File: src/rtl/wb_port_arbiter.sv
// Register-file write-port arbiter: the writeback stage shares the port with buffered MDU results,
// and a one-cycle stall request forces a starved MDU result through.
module wb_port_arbiter #(
   parameter int unsigned DATA_WIDTH   = 32,
   parameter int unsigned BUF_DEPTH    = 2,
   parameter int unsigned STARVE_LIMIT = 4
) (
   input  logic                  clk,
   input  logic                  rst,
   input  logic                  W_RegWrite,
   input  logic [4:0]            W_rd,
   input  logic [DATA_WIDTH-1:0] W_result,
   input  logic                  mdu_valid,
   input  logic [4:0]            mdu_rd,
   input  logic [DATA_WIDTH-1:0] mdu_data,
   output logic                  mdu_ready,
   output logic                  stall_req,
   output logic                  mdu_pending,
   output logic                  rf_we,
   output logic [4:0]            rf_rd,
   output logic [DATA_WIDTH-1:0] rf_wd
);

   localparam int unsigned PTR_W  = $clog2(BUF_DEPTH);
   localparam int unsigned CNT_W  = $clog2(BUF_DEPTH + 1);
   localparam int unsigned WAIT_W = $clog2(STARVE_LIMIT + 1);

   typedef enum logic [1:0] {IDLE, DRAIN, FORCE} state_t;

   logic [4:0]            rd_mem [BUF_DEPTH];
   logic [DATA_WIDTH-1:0] wd_mem [BUF_DEPTH];
   logic [PTR_W-1:0]      wr_ptr, rd_ptr;
   logic [CNT_W-1:0]      count, count_nxt;
   logic [WAIT_W-1:0]     wait_cnt, wait_nxt;
   logic                  stall_nxt;
   logic                  push, pop, wb_ok;
   logic                  grant_we;
   logic [4:0]            grant_rd;
   logic [DATA_WIDTH-1:0] grant_wd;
   state_t                state_c;

   assign mdu_ready   = (count != CNT_W'(BUF_DEPTH));
   assign mdu_pending = (count != '0);
   assign push        = mdu_valid && mdu_ready && (mdu_rd != 5'd0);
   assign wb_ok       = W_RegWrite && (W_rd != 5'd0);

   // State is a pure decode of the registered count and stall pulse
   always_comb begin
      state_c = IDLE;
      if (stall_req)
         state_c = FORCE;
      else if (count != '0)
         state_c = DRAIN;
   end

   always_comb begin
      pop       = 1'b0;
      grant_we  = 1'b0;
      grant_rd  = rf_rd;
      grant_wd  = rf_wd;
      wait_nxt  = wait_cnt;
      stall_nxt = 1'b0;
      case (state_c)
         FORCE: begin
            pop      = 1'b1;
            grant_we = 1'b1;
            grant_rd = rd_mem[rd_ptr];
            grant_wd = wd_mem[rd_ptr];
         end
         DRAIN: begin
            if (wb_ok) begin
               grant_we  = 1'b1;
               grant_rd  = W_rd;
               grant_wd  = W_result;
               if (wait_cnt != WAIT_W'(STARVE_LIMIT))
                  wait_nxt = wait_cnt + WAIT_W'(1);
               stall_nxt = (wait_cnt == WAIT_W'(STARVE_LIMIT - 1));
            end else begin
               pop      = 1'b1;
               grant_we = 1'b1;
               grant_rd = rd_mem[rd_ptr];
               grant_wd = wd_mem[rd_ptr];
            end
         end
         default: begin
            wait_nxt = '0;
            if (wb_ok) begin
               grant_we = 1'b1;
               grant_rd = W_rd;
               grant_wd = W_result;
            end
         end
      endcase
      if (pop)
         wait_nxt = '0;
      case ({push, pop})
         2'b10:   count_nxt = count + CNT_W'(1);
         2'b01:   count_nxt = count - CNT_W'(1);
         default: count_nxt = count;
      endcase
   end

   always_ff @(posedge clk or posedge rst) begin
      if (rst) begin
         wr_ptr    <= '0;
         rd_ptr    <= '0;
         count     <= '0;
         wait_cnt  <= '0;
         stall_req <= 1'b0;
         rf_we     <= 1'b0;
         rf_rd     <= '0;
         rf_wd     <= '0;
      end else begin
         if (push)
            wr_ptr <= wr_ptr + PTR_W'(1);
         if (pop)
            rd_ptr <= rd_ptr + PTR_W'(1);
         count     <= count_nxt;
         wait_cnt  <= wait_nxt;
         stall_req <= stall_nxt;
         rf_we     <= grant_we;
         rf_rd     <= grant_rd;
         rf_wd     <= grant_wd;
      end
   end

   // Storage needs no reset: entries are only read while counted
   always_ff @(posedge clk) begin
      if (push) begin
         rd_mem[wr_ptr] <= mdu_rd;
         wd_mem[wr_ptr] <= mdu_data;
      end
   end

endmodule

File: config.mk
export PLATFORM = sky130hd
export DESIGN_NAME = wb_port_arbiter
export DESIGN_NICKNAME = d
export VERILOG_FILES = /design/src/rtl/wb_port_arbiter.sv
export SDC_FILE = /design/constraint.sdc
export NUM_CORES = 1
export LEC_CHECK = 0
export ABC_AREA = 1
export BUFFER_PORTS_ARGS = -buffer_cell sky130_fd_sc_hd__clkbuf_2
export CAP_MARGIN = 25
export CORE_ASPECT_RATIO = 0.6
export CORE_MARGIN = 10
export CORE_UTILIZATION = 58
export DETAILED_ROUTE_END_ITERATION = 8
export PLACE_DENSITY = 0.85
export RECOVER_POWER = 100
export SLEW_MARGIN = 20
export SYNTH_ARGS = -nofsm -noshare
export SYNTH_HDL_FRONTEND = slang
export SYNTH_SLANG_ARGS = --single-unit
File: constraint.sdc
create_clock -name clk -period 6 [get_ports clk]
set_clock_uncertainty 0.1 [all_clocks]
set_input_delay 1.2 -clock clk [delete_from_list [all_inputs] [get_ports clk]]
set_output_delay 1.2 -clock clk [all_outputs]
set_load 0.005 [all_outputs]
==> results by group, run 1 <==
Detailed routing
  – Detailed Route Iter0 Violations: around 360
  – Vias per cell: 5.36
  – Vias: ~3.8k
  – WL final: about 13,000 um
  – Drt wl/cell: 18.4 um
  – DRC: 0
  – Post-route ant nets: 0
  – DRT Pass-1 Iters: 5

Placement
  – DPL Wire Length: about 8500 um
  – Placed Instance Area: 5710 um2
  – GPL Wtd Cong: 0.764
  – Post-Place Setup Slack: roughly 2300 ps
  – Port Buf Inserts: ~120

Timing
  – Fmax: around 0.25 GHz
  – Period utilization: 67.7%
  – Pins Over Slew Limit: 115
  – RSZ-0062 raised after global routing: no
  – # setup viols final: 0
  – Setup WS post-layout: 1940 ps
  – Hold WS: between 400 and 500 ps
  – Final min period: 4060 ps
  – Relative slew margins: -46.4%
  – Worst-Margin Slew: approximately 2200 ps
  – Final setup TNS: 0 ps
  – Final hold vios: 0

Clock network
  – Post-CTS setup buffers: 0
  – Hold_buf cts: 0
  – CTS H-tree lvls: 4
  – Sink Count: between 100 and 150
  – CTS tree: yes
  – Num CTS Buffers: 17
  – CTS root buf: clkbuf_16
  – Max Buffers Root-to-Sink: 2
  – Number of gates resized after cts: 0
  – Clock latency on the worst-skew pair: around 420 ps
  – CTS clk-pin slew, worst paths: 50 ps

Synth
  – Synth Cell Area: between 5000 and 6000 um2
  – FFs w/ async S/R, synth: roughly two fifths
  – Syn Inst Count: ~470
  – Synth area leader: edfxtp_1
  – Top cells by area, synth: edfxtp_1 44%, dfrtp_1 23%, nand2_1 11%
  – Post-synth EDFFs: between 70 and 80
  – Synth Flop Type: edfxtp_1
  – Cell variety after synth: 27
  – Register area share after synthesis: ~67%
  – Mean Syn Cell Area: between 10 and 15 um2
  – Synth warn: 0
  – Seq cells post-synth: 120
  – Syn Nets: around 560
  – Area fraction of the dominant cell type after synthesis: a little over two fifths

Power
  – Net Sw Frac: 32.9%
  – Reg power frac: between 40% and 50%
  – Leak: 2.72 nW
  – Comb power frac: ~25%
  – PwrDens: roughly 520 nW/um2
  – Sw power: around 1.1 mW
  – Max VDD drop: approximately 0.29 mV
  – Clock power share: between 30% and 40%
  – Internal Power: roughly 2.2 mW

Worst setup path
  – Worst Path Required: 6190 ps
  – Max stage delay on crit path: between 800 and 900 ps
  – RR Startpoint: count[0]
  – Crit path kind: in2reg
  – Sum of buffers and inverters on the critical path: 2
  – CP most frequent cell: nand3_1
  – Reg-to-Reg End: wd_mem[1][4]
  – Startpoint types: input port
  – CP max-delay cell: nand3_1
  – Reg2reg path depth: 5
  – R2R Setup Slk: around 2400 ps
  – CP arrival: 4250 ps
  – Crit path max fanout: 25
  – CP Capture Type: register
  – Crit path cell chain: clkbuf_1, nor2_1, nand3_1, nand3_1, nand2_4, inv_1, ha_1, a21oi_1, o21ai_0, xnor2_1
  – Cell family with most CP delay: simple AND/OR/NAND/NOR gates

Final layout
  – Filler instances: about 600
  – Nets: between 600 and 700
  – Finished Cell Area: 6190 um2
  – Layout Utilization: between 70% and 80%
  – Layout cells sized above 1: about 16%
  – Area growth, synth to finish: 22.4%
  – Ant diodes: 0

Die
  – Core region area: approximately 8500 um2
  – I/O pin count: between 100 and 150
  – Die ar.: between 10,000 and 15,000 um2
  – Row count: 26
  – Initial Utilization: 59.6%
  – DIE HEIGHT: 92.4 um
  – Die width: around 140 um

GRT
  – Initial antenna violation count: 1
  – Largest net degree at the start of global routing: 48
  – Grt total ovfl: 0
  – Gr usage total: between 20% and 30%
  – First-pass GRT wire length: ~21,000 um
  – Vias in the first global route: approximately 3.9k

Min path
  – Hold Startpoint: rf_wd[23]
  – Min-Delay Path Depth: 2
  – Hold EP: rf_wd[23]
  – Type of the tightest min-delay check: reg2reg

Status
  – Outcome: complete, but fails checks
  – Failing checks: max-capacitance violations, max-slew violations

Job
  – Max cap viols: 3
[synth_stat cells, types with 2 or more instances]
cell and count:
ha_1 4, o31ai_1 4, xnor2_1 2, inv_1 32, buf_2 11, xor2_1 3, nor2_1 21, clkbuf_1 4
edfxtp_1 74, inv_2 3, buf_4 5, or2_2 7, dfrtp_1 46, o21ai_0 17, nand4_1 9, nand3_1 68
buf_6 4, o31ai_2 3, nand2_1 147, a21oi_1 3
[sequential cells by signal, summed over array words and instances (netlist names)]
| signal | cells |
|---|---|
| rf_wd | 32 |
| wr_ptr | 1 |
| wd_mem | 64 |
| count | 2 |
| rd_mem | 10 |
| wait_cnt | 3 |
| rf_rd | 5 |
| stall_req | 1 |
| rd_ptr | 1 |
| rf_we | 1 |
[layout by cell type, fill, tap and decap left out, types with 2 or more instances in the layout]
master and instances:
clkbuf_1 72, edfxtp_1 74, nand3_1 69, nand2_1 148, nand4_1 9, clkbuf_2 49, inv_1 32, ha_1 4
dfrtp_1 45, xnor2_1 2, nor2_1 22, o21ai_0 17, clkbuf_16 17, o31ai_1 4, clkinv_2 5, inv_2 2
xor2_1 3, o31ai_2 3, a21oi_1 3, clkinv_4 2, bufinv_16 5, or2_2 7
[worst min-delay path, delay by kind of cell (launching register included)]
kind | cells | cell delay, ps
simple gates | 2 | 130
flops | 1 | 340
[cell type report]
| class | count | area, um2 | share of cell area [%] |
|---|---|---|---|
| Multi-Input combinational cell | 294 | 1380 | 22.3 |
| Tap cell | 112 | 140 | 2.26 |
| Clock buffer | 18 | 439 | 7.09 |
| Clock inverter | 14 | 204 | 3.29 |
| Inverter | 36 | 139 | 2.24 |
| Sequential cell | 120 | 3370 | 54.5 |
| Timing Repair Buffer | 121 | 515 | 8.32 |
[metrics by stage]
stage,total power [mW],instances
finish,3.22,715
global route,3.39,715
CTS,3.29,715
detailed placement,2.18,683
global placement,2.11,681
floorplan,1.84,474
[worst max-delay path by stage]
stage | cells after the start | startpoint | slack, ps | end
5_1_grt | 6 | mdu_rd[3] | 1640 | wd_mem[1][26]
6_report | 10 | W_rd[4] | 1940 | count[1]
3_3_place_gp | 10 | W_rd[3] | 2470 | count[1]
3_5_place_dp | 10 | W_rd[1] | 2300 | count[1]
4_1_cts | 10 | W_rd[1] | 2670 | count[1]
2_1_floorplan | 4 | mdu_rd[3] | 2470 | rd_mem[0][0]
[cells by family after synthesis]
group | synth area share, %
simple gates | 22.4
fa+ha+maj | 0.989
compound gates | 3.31
flops | 66.7
buf+inv | 5.74
xor+xnor | 0.866
[power by group through the flow]
stage	Combinational [mW]	Sequential (mW)	Clock [mW]
4_1_cts	0.879	1.31	1.10
2_1_floorplan	0.567	1.28	0
6_report	0.809	1.31	1.10
3_5_place_dp	0.859	1.32	0
5_1_grt	0.913	1.34	1.14
3_3_place_gp	0.803	1.31	0
[metal layers]
metal  part of all wire, %  vias up  wire, um  global-route usage (%)
li1                      -     1817         -                       -
met1                    40     1809      5310                    24.9
met2                    47      184      6230                    32.4
met3                    11       18      1440                    7.04
met4                   1.1        2       145                    8.90
met5                 0.099        -        13                       0
(Power assumes the default switching activity.)
==> run 2, diff against run 1 <==
CORE_UTILIZATION = 48   (was 58)
PLACE_DENSITY = 0.75   (was 0.85)
clock period = 3.3 ns   (was 6 ns; I/O delays follow)
==> run 2 against run 1 <==
Against the previous run: the run still ends with max-capacitance violations, max-slew violations left; wire length up 2.5%; sequential share of layout area shrank 0.25 points; clock power increased by 66%; sequential power is 76% higher; flip-flop and latch count stayed put; count of clock-buffer cells in the layout is 1 higher; final cell count grew 3.6%; worst hold slack got worse by 76 ps; final area rose by 0.42%; non-clock buffer count grew 3; combinational power is 94% higher.
==> results by group, run 2 (same netlist as run 1, synthesis figures left out) <==
Status
  – Outcome: complete, but fails checks (unchanged)
  – Failing checks: max-capacitance violations, max-slew violations (unchanged)

Final layout
  – Layout Utilization: 61.9% (was 72.9%)
  – Finished Cell Area: 6220 um2 (was 6190 um2)
  – Leading cell type in the layout, fill and taps excluded: nand2_1 (unchanged)
  – Area growth, synth to finish: 22.9% (was 22.4%)
  – Max reg flops: 64 (unchanged)
  – Nets: 675 (was 672)
  – Biggest registers after layout: wd_mem x64, rf_wd x32, rd_mem x10 (unchanged)
  – Top reg by flops: wd_mem (unchanged)
  – Ant diodes: 0 (unchanged)
  – Most used cells in the layout excluding fill and tap cells: 148 x nand2_1, 76 x clkbuf_1, 74 x edfxtp_1, 69 x nand3_1, 46 x dfrtp_1 (was 148 x nand2_1, 74 x edfxtp_1, 72 x clkbuf_1, 69 x nand3_1, 49 x clkbuf_2)
  – Finished Layout Cells: 741 (was 715)
  – Filler instances: 813 (was 602)
  – Layout cells sized above 1: 16.0% (was 16.1%)

Detailed routing
  – Drt wl/cell: 18.2 um (was 18.4 um)
  – Vias per cell: 5.21 (was 5.36)
  – Vias: 3,859 (was 3,830)
  – DRT Pass-1 Iters: 4 (was 5)
  – WL final: 13,500 um (was 13,100 um)
  – DRC: 0 (unchanged)
  – Detailed Route Iter0 Violations: 268 (was 355)
  – Post-route ant nets: 0 (unchanged)

Clock network
  – CTS root buf: clkbuf_16 (unchanged)
  – Max Buffers Root-to-Sink: 2 (unchanged)
  – CTS tree: yes (unchanged)
  – Post-CTS setup buffers: 0 (unchanged)
  – Num CTS Buffers: 17 (unchanged)
  – CTS H-tree lvls: 4 (unchanged)
  – CTS clk-pin slew, worst paths: 60 ps (was 50 ps)
  – Number of gates resized after cts: 0 (unchanged)
  – Clock latency on the worst-skew pair: 420 ps (about the same)
  – Sink Count: 120 (unchanged)
  – Hold_buf cts: 0 (unchanged)

Worst setup path
  – Crit path max fanout: 25 (unchanged)
  – Max stage delay on crit path: 440 ps (was 890 ps)
  – CP max-delay cell: dfrtp_1 (was nand3_1)
  – CP arrival: 2830 ps (was 4250 ps)
  – Crit path cell chain: nor2_1, nand2_8, nand2_4, inv_1, ha_1, a21oi_1, o21ai_0, xnor2_1 (was clkbuf_1, nor2_1, nand3_1, nand3_1, nand2_4, inv_1, ha_1, a21oi_1, o21ai_0, xnor2_1)
  – Crit path kind: reg2reg (was in2reg)
  – CP Capture Type: register (unchanged)
  – Startpoint types: register (was input port)
  – Worst Path Required: 3490 ps (was 6190 ps)

GRT
  – Grt total ovfl: 0 (unchanged)
  – First-pass GRT wire length: 21,300 um (was 20,700 um)
  – Vias in the first global route: 4,108 (was 3,902)
  – Largest net degree at the start of global routing: 47 (was 48)
  – Gr usage total: 17.7% (was 20.4%)
  – Initial antenna violation count: 1 (unchanged)

Timing
  – Fmax: 0.380 GHz
  – Relative slew margins: -49.8% (was -46.4%)
  – # setup viols final: 0 (unchanged)
  – Hold WS: 334 ps (was 409 ps)
  – Final hold vios: 0 (unchanged)
  – Pins Over Slew Limit: 47 (was 115)
  – Setup WS post-layout: 666 ps (was 1940 ps)
  – Worst-Margin Slew: 2230 ps (was 2180 ps)
  – Final min period: roughly 2600 ps
  – RSZ-0062 raised after global routing: no (unchanged)
  – Final setup TNS: 0 ps (unchanged)
  – Period utilization: roughly 80%

Power
  – Leak: 2.68 nW (was 2.72 nW)
  – PwrDens: 918 nW/um2 (was 519 nW/um2)
  – Max VDD drop: 0.612 mV (was 0.286 mV)
  – Tot Pwr: 5.71 mW (was 3.22 mW)

Placement
  – Post-Place Setup Slack: 749 ps (was 2300 ps)
  – DP Cell Count: 709 (was 683)
  – GPL Wtd Cong: 0.795 (was 0.764)
  – Placed Instance Area: 5750 um2 (was 5710 um2)
  – DPL Wire Length: 9030 um (was 8470 um)
  – Port Buf Inserts: 118 (unchanged)

Die
  – Initial Utilization: 50.3% (was 59.6%)
  – DIE HEIGHT: 99.5 um (was 92.4 um)
  – Core region area: 10,100 um2 (was 8490 um2)
  – Die ar.: 15,200 um2 (was 13,000 um2)
  – Die width: 153 um (was 141 um)
  – I/O pin count: 119 (unchanged)
  – Row count: 28 (was 26)

Job
  – Max cap viols: 1 (was 3)

Min path
  – Type of the tightest min-delay check: in2reg (was reg2reg)
-- run 2: area by class of cell --
| type | instances | area (um2) | share of cell area, % |
|---|---|---|---|
| flip-flops and latches | 120 | 3370 | 54.2 |
| multi-input cells | 294 | 1390 | 22.4 |
| repair buffers | 124 | 558 | 8.97 |
| clock buffers | 19 | 443 | 7.12 |
| well taps | 135 | 169 | 2.72 |
| clock inverters | 13 | 146 | 2.35 |
| inverters | 36 | 139 | 2.23 |
-- run 2: path summary, 6_finish.rpt --
check	startpoint	end	slack, ps	depth (start not counted)
max	count[0]	count[1]	670	8
min	mdu_data[21]	wd_mem[0][21]	330	1
max reg2reg	count[0]	count[1]	670	8
min reg2reg	rf_wd[16]	rf_wd[16]	410	2
max in group asynchronous	rst	rf_rd[1]	1370	2
min in group asynchronous	rst	rf_wd[26]	730	2
-- run 2: critical path, delay by kind of cell, from the launching register on --
| kind | cells | cell delay [ps] |
|---|---|---|
| and+or+nand+nor | 3 | 860 |
| DFF | 1 | 440 |
| adders and majority gates | 1 | 400 |
| buffers and inverters | 1 | 290 |
| AOI/OAI and AO/OA | 2 | 250 |
| xor gates and xnor gates | 1 | 160 |
-- run 2: power breakdown --
part | leakage (nW) | internal, mW | total (mW) | switching [mW]
Sequential | 1.24 | 2.10 | 2.30 | 0.208
Combinational | 1.18 | 0.508 | 1.57 | 1.07
Clock | 0.273 | 1.14 | 1.83 | 0.697
Total | 2.68 | 3.74 | 5.71 | 1.97
-- run 2: per-layer routing --
layer	vias up	global-route usage [%]	share of wire (%)	wire [um]
met1	1843	21.8	43	5770
li1	1826	-	-	-
met3	26	7.23	9.0	1210
met5	-	0	0.074	10
met4	2	5.99	1.8	245
met2	162	27.9	46	6220
